## src/rtl/ram_dual_port_param.sv

```systemverilog
// Parametrised true dual-port synchronous RAM for a single clock domain.
// Two independent ports share one array. Same-address conflicts are
// resolved in port A's favour and flagged on `collision`. After every
// reset, a clear sweep writes INIT_VAL to each word while `busy` is high.
//
// state   | meaning
// --------+------------------------------------------------------------
// S_CLEAR | sweeping INIT_VAL into word[clr_cnt]; busy=1, ports ignored
// S_RUN   | normal dual-port access; left only through reset
module ram_dual_port_param #(
    parameter int                DATA_W   = 8,
    parameter int                ADDR_W   = 6,
    parameter int                RDW_MODE = 0,
    parameter int                OUT_REG  = 0,
    parameter logic [DATA_W-1:0] INIT_VAL = '0
) (
    input  logic              clk,
    input  logic              rst_n,
    input  logic              en_a,
    input  logic              we_a,
    input  logic [ADDR_W-1:0] addr_a,
    input  logic [DATA_W-1:0] data_a,
    output logic [DATA_W-1:0] q_a,
    output logic              valid_a,
    input  logic              en_b,
    input  logic              we_b,
    input  logic [ADDR_W-1:0] addr_b,
    input  logic [DATA_W-1:0] data_b,
    output logic [DATA_W-1:0] q_b,
    output logic              valid_b,
    output logic              collision,
    output logic              busy
);

    localparam int DEPTH = 2 ** ADDR_W;

    localparam logic [0:0] S_CLEAR = 1'b0;
    localparam logic [0:0] S_RUN   = 1'b1;

    logic [0:0]        state;
    logic [ADDR_W-1:0] clr_cnt;
    logic [DATA_W-1:0] mem [DEPTH];

    logic              acc_a;
    logic              acc_b;
    logic              same_addr;
    logic              wr_a;
    logic              wr_b;
    logic              coll_nxt;
    logic [DATA_W-1:0] rd_a;
    logic [DATA_W-1:0] rd_b;

    logic [DATA_W-1:0] q1_a;
    logic [DATA_W-1:0] q1_b;
    logic              v1_a;
    logic              v1_b;
    logic              coll1;

    assign acc_a     = (state == S_RUN) && en_a;
    assign acc_b     = (state == S_RUN) && en_b;
    assign same_addr = (addr_a == addr_b);
    assign wr_a      = acc_a && we_a;
    // Port B's write is dropped when port A writes the same word.
    assign wr_b      = acc_b && we_b && !(wr_a && same_addr);
    assign coll_nxt  = acc_a && acc_b && same_addr && (we_a || we_b);
    assign busy      = (state == S_CLEAR);

    // Clear sweep sequencing: one word per edge, then run until reset.
    always_ff @(posedge clk or negedge rst_n) begin
        if (!rst_n) begin
            state   <= S_CLEAR;
            clr_cnt <= '0;
        end else if (state == S_CLEAR) begin
            clr_cnt <= clr_cnt + 1'b1;
            if (clr_cnt == '1) begin
                state <= S_RUN;
            end
        end
    end

    // Array writes: clear sweep, or the surviving port writes.
    always_ff @(posedge clk) begin
        if (state == S_CLEAR) begin
            mem[clr_cnt] <= INIT_VAL;
        end else begin
            if (wr_b) begin
                mem[addr_b] <= data_b;
            end
            if (wr_a) begin
                mem[addr_a] <= data_a;
            end
        end
    end

    // Port A read value; write-first mode forwards whichever write lands here.
    always_comb begin
        rd_a = mem[addr_a];
        if (RDW_MODE == 1) begin
            if (wr_a) begin
                rd_a = data_a;
            end else if (wr_b && same_addr) begin
                rd_a = data_b;
            end
        end
    end

    // Port B read value; A's data wins when both write the same word.
    always_comb begin
        rd_b = mem[addr_b];
        if (RDW_MODE == 1) begin
            if (wr_b) begin
                rd_b = data_b;
            end else if (wr_a && same_addr) begin
                rd_b = data_a;
            end
        end
    end

    // First output stage: q holds when the port is idle, valid pulses per access.
    always_ff @(posedge clk or negedge rst_n) begin
        if (!rst_n) begin
            q1_a  <= '0;
            q1_b  <= '0;
            v1_a  <= 1'b0;
            v1_b  <= 1'b0;
            coll1 <= 1'b0;
        end else begin
            if (acc_a) begin
                q1_a <= rd_a;
            end
            if (acc_b) begin
                q1_b <= rd_b;
            end
            v1_a  <= acc_a;
            v1_b  <= acc_b;
            coll1 <= coll_nxt;
        end
    end

    generate
        if (OUT_REG != 0) begin : g_out_reg
            logic [DATA_W-1:0] q2_a;
            logic [DATA_W-1:0] q2_b;
            logic              v2_a;
            logic              v2_b;
            logic              coll2;

            // Optional second stage: delays every output by one edge.
            always_ff @(posedge clk or negedge rst_n) begin
                if (!rst_n) begin
                    q2_a  <= '0;
                    q2_b  <= '0;
                    v2_a  <= 1'b0;
                    v2_b  <= 1'b0;
                    coll2 <= 1'b0;
                end else begin
                    q2_a  <= q1_a;
                    q2_b  <= q1_b;
                    v2_a  <= v1_a;
                    v2_b  <= v1_b;
                    coll2 <= coll1;
                end
            end

            assign q_a       = q2_a;
            assign q_b       = q2_b;
            assign valid_a   = v2_a;
            assign valid_b   = v2_b;
            assign collision = coll2;
        end else begin : g_no_out_reg
            assign q_a       = q1_a;
            assign q_b       = q1_b;
            assign valid_a   = v1_a;
            assign valid_b   = v1_b;
            assign collision = coll1;
        end
    endgenerate

endmodule
```

## config.mk

```make
export PLATFORM = sky130hd
export DESIGN_NAME = ram_dual_port_param
export DESIGN_NICKNAME = d
export VERILOG_FILES = /design/src/rtl/ram_dual_port_param.sv
export SDC_FILE = /design/constraint.sdc
export NUM_CORES = 1
export LEC_CHECK = 0
export CAP_MARGIN = 30
export CORE_MARGIN = 2
export CORE_UTILIZATION = 38
export DETAILED_ROUTE_END_ITERATION = 8
export SLEW_MARGIN = 20
export SYNTH_ARGS = -nofsm -noshare
export SYNTH_HDL_FRONTEND = slang
export SYNTH_SLANG_ARGS = --single-unit
```

## constraint.sdc

```tcl
create_clock -name clk -period 2.62 [get_ports clk]
set_input_delay 0.262 -clock clk [delete_from_list [all_inputs] [get_ports clk]]
set_output_delay 0.262 -clock clk [all_outputs]
set_load 0.02 [all_outputs]
```

* Word level (Yosys, flattened, before mapping)
Memory sizes are Yosys's and may differ from the RTL's. A register that Yosys moved wholly into a read port is not among the register bits. Cells that the tools add are included.
Cells by class: $add $sub $neg 1, equality and inequality tests 2, multiplexer cells 12, bitwise logic cells 1, reductions and logical operators 14
Operator list (count):
- $mux W1 | 10
- $logic_and A1 B1 Y1 | 9
- $mux W8 | 1
- $reduce_or A8 Y1 | 1
- $add A6 B1 Y6 const B | 1
- $eq A6 B6 Y1 | 1
- $eq A6 B6 Y1 const B | 1
- $mux W6 | 1
- $logic_not A1 Y1 | 3
- $logic_or A1 B1 Y1 | 1
- $not A1 Y1 | 1
Word-level totals: flip-flop bits (word level) 10, RAM bits 512, input port bits 34, logic and storage cells 36, memories 1
Memories:
- mem | depth 64, bits a word 8, read ports 2, clocked after Yosys merged registers in 2, write ports 2, RTL line 42 | logic [DATA_W-1:0] mem [DEPTH];

* Longest topological paths before layout
Gate-level depths: netlist of run 1.
depth in word-level cells 10, gate-level depth with buffers 11, depth with buffers taken out 6

* Worst setup path before layout of run 1
Ideal clock, no wire load.
path type register -> register, start register state, end memory mem[41][0] (enable), setup time 376 ps, arrival time 2211 ps, data required time 2244 ps, slack 33 ps, stages on the path, launching flop included 10, buffers on the path 3, path through dfrtp_1 buf_2 nand2_1 nor4_2 a41oi_1 buf_2 buf_2 nor4_1 a31oi_1 o22ai_1
RTL lines:
- start, declared | RTL line 40 | logic [0:0] state;
- start signal, assigned | RTL line 71 | state <= S_CLEAR;
- start signal, assigned | RTL line 76 | state <= S_RUN;
- end, declared | RTL line 42

==> metrics, run 1 <==
crit path time final roughly 2.6 ns; final setup violation count 0; Root Buffer clkbuf_16; via count ~27,000; Placed Instance Area roughly 36,000 um2; first-pass GRT wire length between 150,000 and 200,000 um; Slew Limit Fails 0; cts bufs inserted 59; count of cell types in the netlist 70; CP Class reg -> reg; Hold Path Class in -> async; Mapped Avg Cell Area around 11 um2; GRT Util Overall 31.4%; H-tree levels 2; # IOs 54; CP Capture Type flip-flop; WL/cell around 32 um; metal2 WL 59,800 um; reg-to-reg critical path endpoint mem[58][7]$_DFFE_PP_; TritonCTS clock tree built; Worst IR Drop VDD 0.000391 V; initial antenna violation count 4; area of the core between 80,000 and 90,000 um2; post-synthesis instance area 31,500 um2; R2R cell count 9; CP required about 3.0 ns; # fillers 7,357; Final Hold Viols 0; buffers added on ports 53; Final period util 99.4%; Sink Count 538; CP max-delay cell dfrtp_1; crit-path most repeated cell buf_4; R2R setup slack 0.02 ns; max_slew headroom 44.6%; Remaining Overflow, GRT 0; Residual DRC 0; Clock Skews roughly 0.028 ns; met3 wire length around 18,000 um; worst-path maximum fanout 8; RSZ-0062 raised after global routing true; Die Area around 85,000 um2; Syn Inst Count roughly 2,900; met1 wire length just over 50,000 um; pwr dens 518 nW/um2; final WL 136,000 um; asr flop ratio synth 4.83%; Skew-Pair Late Insertion Delay roughly 0.65 ns; largest cells by area after synthesis edfxtp_1, mux4_2, o21ai_0, nand2_1, mux2_2; Synth top area share roughly 49%; status completed; clk buf depth 3; yosys warns 0; fmax between 300 and 400 MHz; share of cells above drive strength 1 approximately a quarter; cell chain of the critical path nand2_2, nor4_4, a41oi_4, buf_4, and3_1, buf_4, nor2_2, o22ai_1, buf_4; DR top layer met5; Worst Tran Pin Value between 0.8 and 0.9 ns; sequential fraction of the synthesis area between 50% and 60%; drt pass-1 iters 8; setup TNS 0 ns; GP Congestion ~1.0; Die W about 290 um; post-synth top area cell edfxtp_1; Syn-to-layout area delta 20.6%; initial core utilization 38.4%; vias in the first global route approximately 26,000; CP peak stage delay 0.41 ns; Final Net Count 3,173; post-route cell area 38,000 um2; die height between 200 and 300 um; 1st-iter DRT viols about 4,300; Post-DRT Antenna Nets 0; worst r2r src state$_DFF_PN0_; CP Data Arrival Time between 3 and 4 ns; Util after Layout between 40% and 50%; Yosys reg bits 538; Startpoint Class flip-flop; Synth Net Count 2,961; clock slew at reported path FFs roughly 0.06 ns; routed vias/inst around 6.4; hold slack 0.0184 ns; Post-synth top flop edfxtp_1; row count between 100 and 150; Post-synth EDFFs 512; P_leak 11.5 nW; max cap viols 0; largest net degree at the start of global routing 65; post-detail-place hpwl 94,900 um
flip-flops by register name (all words and copies together) (netlist names):
name / cells
state: 1
mem: 512
clr_cnt: 6
q_a: 8
q_b: 8
collision: 1
valid_a: 1
valid_b: 1
synthesized netlist by cell type (45+ instances only):
master / n
buf_2: 76
edfxtp_1: 512
clkbuf_1: 213
o22ai_1: 129
a22oi_1: 45
mux2i_1: 54
mux4_2: 161
nand2_1: 586
mux2_2: 93
nor2_1: 115
o21ai_1: 61
o21ai_0: 493
layer usage:
metal | vias to the layer above | global-route usage [%]
li1 | 11500 | -
met1 | 13200 | 43.0
met2 | 2081 | 47.8
met3 | 354 | 8.07
met4 | 4 | 12.7
met5 | - | 0
kinds of logic after synthesis:
kind of cell / share of synthesized area, %
AO/OA/AOI/OAI: 16.9
buffers and inverters: 4.58
flip-flops: 50.8
adder cells (fa/ha/maj): 0.0397
XOR/XNOR: 0.306
multiplexers: 16.5
AND/OR/NAND/NOR: 10.8
cell type report:
cell class	count	area, um2	share of cell area [%]
flip-flops and latches	538	16000	42.2
multi-input cells	2054	14200	37.3
repair buffers	474	4430	11.7
clock buffers	70	1550	4.07
well taps	1070	1340	3.52
clock inverters	41	450	1.18
inverters	11	41.3	0.109
diodes	1	2.50	0.00658
report_power, final:
| group | switching [mW] | internal [mW] | total (mW) |
|---|---|---|---|
| Combinational | 1.02 | 0.571 | 1.59 |
| Clock | 3.72 | 5.10 | 8.82 |
| Sequential | 0 | 9.27 | 9.27 |
| Total | 4.74 | 14.9 | 19.7 |
through the flow:
stage | power (mW) | cells | setup slack [ns]
global placement | 11.0 | 4141 | -0.894
global route | 20.0 | 4258 | -0.0309
CTS | 19.6 | 4255 | 0.00795
detailed placement | 11.0 | 4141 | -0.854
floorplan | 10.2 | 2926 | 0.0330
finish | 19.7 | 4259 | 0.0159
how the worst max path moves through the flow:
stage,startpoint,end,slack [ns]
2_1_floorplan,state$_DFF_PN0_,mem[41][0]$_DFFE_PP_,0.03
3_3_place_gp,addr_a[4],mem[48][5]$_DFFE_PP_,-0.89
3_5_place_dp,addr_a[4],mem[0][2]$_DFFE_PP_,-0.85
4_1_cts,state$_DFF_PN0_,mem[17][1]$_DFFE_PP_,0.008
5_1_grt,state$_DFF_PN0_,mem[17][3]$_DFFE_PP_,-0.03
6_report,state$_DFF_PN0_,mem[58][7]$_DFFE_PP_,0.02
layout by cell type, fill, tap and decap left out, types with 31 or more instances in the layout:
master / count
nor3_1: 31
clkbuf_16: 60
clkdlybuf4s50_1: 39
o21ai_1: 61
nor2_1: 113
o22ai_1: 123
buf_4: 357
buf_12: 60
mux2i_1: 54
o21ai_0: 493
a31oi_1: 36
edfxtp_1: 512
mux4_2: 161
a221oi_1: 36
nand2_1: 578
mux2_2: 93
a22oi_1: 45
critical path, delay by kind of cell, from the launching register on:
family | cells | cell delay (ns)
AND/OR/NAND/NOR | 4 | 0.95
buffers and inverters | 3 | 0.59
AO/OA/AOI/OAI | 2 | 0.42
flip-flops | 1 | 0.41
timing repair:
item / 4_1_cts / 5_1_grt
hold buffers: 0 / 0
cloned: 0 / 0
pin swaps: 0 / 3
buffers inserted: 3 / 3
setup endpoints to repair: 120 / 207
resized for setup: 5 / 15
(Power assumes the default switching activity.)
==> inputs of run 2 (changes only) <==
Settings changed: PLACE_DENSITY from default to 0.57, SLEW_MARGIN 20 to 10.
==> run 2 against run 1 <==
- sequential power about the same
- largest power group unchanged
- fmax up 2.9%
- combinational power about the same
- clock skew about the same
- wire length up 3.7%
- critical endpoint is now mem[20][0]$_DFFE_PP_
- setup slack better by 0.073 ns
- register-to-register slack better by 0.07 ns
- sequential share of layout area down 0.16 points
- non-clock buffer count up 8
- largest cell class unchanged
- critical path depth up 1
- final cell count up 0.28%
==> metrics, run 2 (same netlist as run 1, synthesis figures left out) <==
CP max-delay cell dfrtp_1; first-pass GRT wire length roughly 200,000 um; CP required 2.94 ns; Die Area ~85,000 um2; Logic pwr share under 10%; leading cell type in the layout, fill and taps excluded nand2_1; post-route cell area 38,200 um2; internal power around 15 mW; Final Hold Viols 0; max cap viols 0; # IOs 54; Slew Limit Fails 0; Clock power frac between 40% and 50%; Post-DRT Antenna Nets 0; drt pass-1 iters 6; fmax slightly below 400 MHz; Sink Count about 540; CP Capture Type flip-flop; Residual DRC 0; vias in the first global route between 20,000 and 30,000; hold path depth 5; P_leak between 10 and 15 nW; Util after Layout ~46%; Final Net Count between 3,000 and 4,000; Remaining Overflow, GRT 0; Post-Place Cells ~4,200; CP Class reg -> reg; initial core utilization between 30% and 40%; H-tree levels 3; pwr dens 527 nW/um2; Clock Skews about 0.028 ns; sequential power share a little under half; CP peak stage delay between 0.3 and 0.4 ns; Hold Path Class in -> reg; Die W between 200 and 300 um; Root Buffer clkbuf_16; worst-path maximum fanout 25; Skew-Pair Late Insertion Delay about 0.63 ns; Crit path max-delay family compound AO/OA/AOI/OAI gates; GRT Util Overall about a third; share of cells above drive strength 1 about a quarter; area of the core 82,100 um2; CP Depth 10; Worst Path Buf+Inv 4; RSZ-0062 raised after global routing false; routed vias/inst about 6.4; cell chain of the critical path nand2_1, nor4_4, a41oi_4, buf_12, buf_4, a22o_1, o21ai_2, buf_4, o22ai_1, buf_4; status completed; Startpoint Class flip-flop; sw power between 4 and 5 mW; crit path time final between 2 and 3 ns; WL/cell 33.0 um; Post-CTS Setup Bufs 0; 1st-iter DRT viols 4,525; TritonCTS clock tree built; Placed Instance Area 36,000 um2; ant diodes 0; Worst Tran Pin Value just under 0.8 ns; max FFs per register slightly above 500; clock slew at reported path FFs 0.06 ns; via count roughly 28,000; Worst IR Drop VDD 0.000345 V; Pwr Total approximately 20 mW; row count about 110; R2R cell count 10; Most flops, register mem; CP Data Arrival Time ~2.9 ns; GP Congestion 1.04; switching share of power about a quarter; Syn-to-layout area delta 21.0%; Final period util about 97%; initial antenna violation count 4; post-detail-place hpwl approximately 97,000 um; cts bufs inserted 66; final setup violation count 0; crit-path most repeated cell buf_4; buffers added on ports 53; commonest cells after routing, fill and taps aside nand2_1, edfxtp_1, o21ai_0; max_slew headroom about 47%; Final Non-Filler Cells 4,271; largest net degree at the start of global routing 90; final WL around 140,000 um; die height a little under 300 um; clk buf depth 3
-- run 2: metal layers --
layer	share of wire, %	routed length (um)	vias up	track usage (%)
met5	0.0092	13	-	0
met4	4.9	6920	2	13.4
met3	12	16800	370	6.76
met2	44	62000	2075	49.9
met1	39	55200	13500	45.2
li1	-	-	11600	-
-- run 2: worst register-to-register path: stages, from the launching register on --
cell and delay [ns]:
dfrtp_1 0.37, nand2_1 0.13, nor4_4 0.06, a41oi_4 0.28, buf_12 0.22, buf_4 0.15
a22o_1 0.15, o21ai_2 0.11, buf_4 0.19, o22ai_1 0.30, buf_4 0.26
-- run 2: power groups by stage --
| stage | clock (mW) | sequential [mW] | combinational, mW |
|---|---|---|---|
| after floorplan | 0 | 9.45 | 0.763 |
| after global placement | 0 | 9.45 | 1.55 |
| after detailed placement | 0 | 9.45 | 1.55 |
| after CTS | 9.31 | 9.27 | 1.56 |
| after global routing | 9.59 | 9.27 | 1.63 |
| final | 9.24 | 9.27 | 1.61 |
-- run 2: cell type report --
| type | count | area, um2 |
|---|---|---|
| clock buffers | 83 | 1810 |
| clock inverters | 33 | 305 |
| fillers | 7415 | 44000 |
| inverters | 11 | 41.3 |
| multi-input cells | 2054 | 14100 |
| flip-flops and latches | 538 | 16000 |
| well taps | 1070 | 1340 |
| repair buffers | 482 | 4520 |
-- run 2: path summary, 6_finish.rpt --
| check | startpoint | to | slack, ns |
|---|---|---|---|
| worst min register to register | q_a[0]$_DFFE_PN0N_ | q_a[0]$_DFFE_PN0N_ | 0.58 |
| worst max-delay path | state$_DFF_PN0_ | mem[20][0]$_DFFE_PP_ | 0.09 |
| worst max register to register | state$_DFF_PN0_ | mem[20][0]$_DFFE_PP_ | 0.09 |
| min in group asynchronous | rst_n | q_a[2]$_DFFE_PN0N_ | 0.35 |
| max in group asynchronous | rst_n | q_a[4]$_DFFE_PN0N_ | 1.74 |
| worst min-delay path | addr_a[2] | collision$_DFF_PN0_ | 0.26 |
-- run 2: timing repair --
| item | CTS | global route |
|---|---|---|
| resized for setup | 2 | 1 |
| hold buffers | 1 | 0 |
| pin swaps | 0 | 1 |
| endpoints found under the setup margin | 32 | 114 |
| gates cloned | 0 | 0 |
| endpoints found under the hold margin | 26 | 0 |
-- run 2: metrics by stage --
step | setup WS (ns) | hold WS, ns | setup TNS, ns
final | 0.0890 | 0.261 | 0
after global routing | 0.0572 | 0.289 | 0
after CTS | 0.00149 | 0.218 | 0
after detailed placement | -0.534 | 0.377 | -262.16
after global placement | -0.694 | 0.354 | -247.32
after floorplan | 0.0330 | -0.0336 | 0
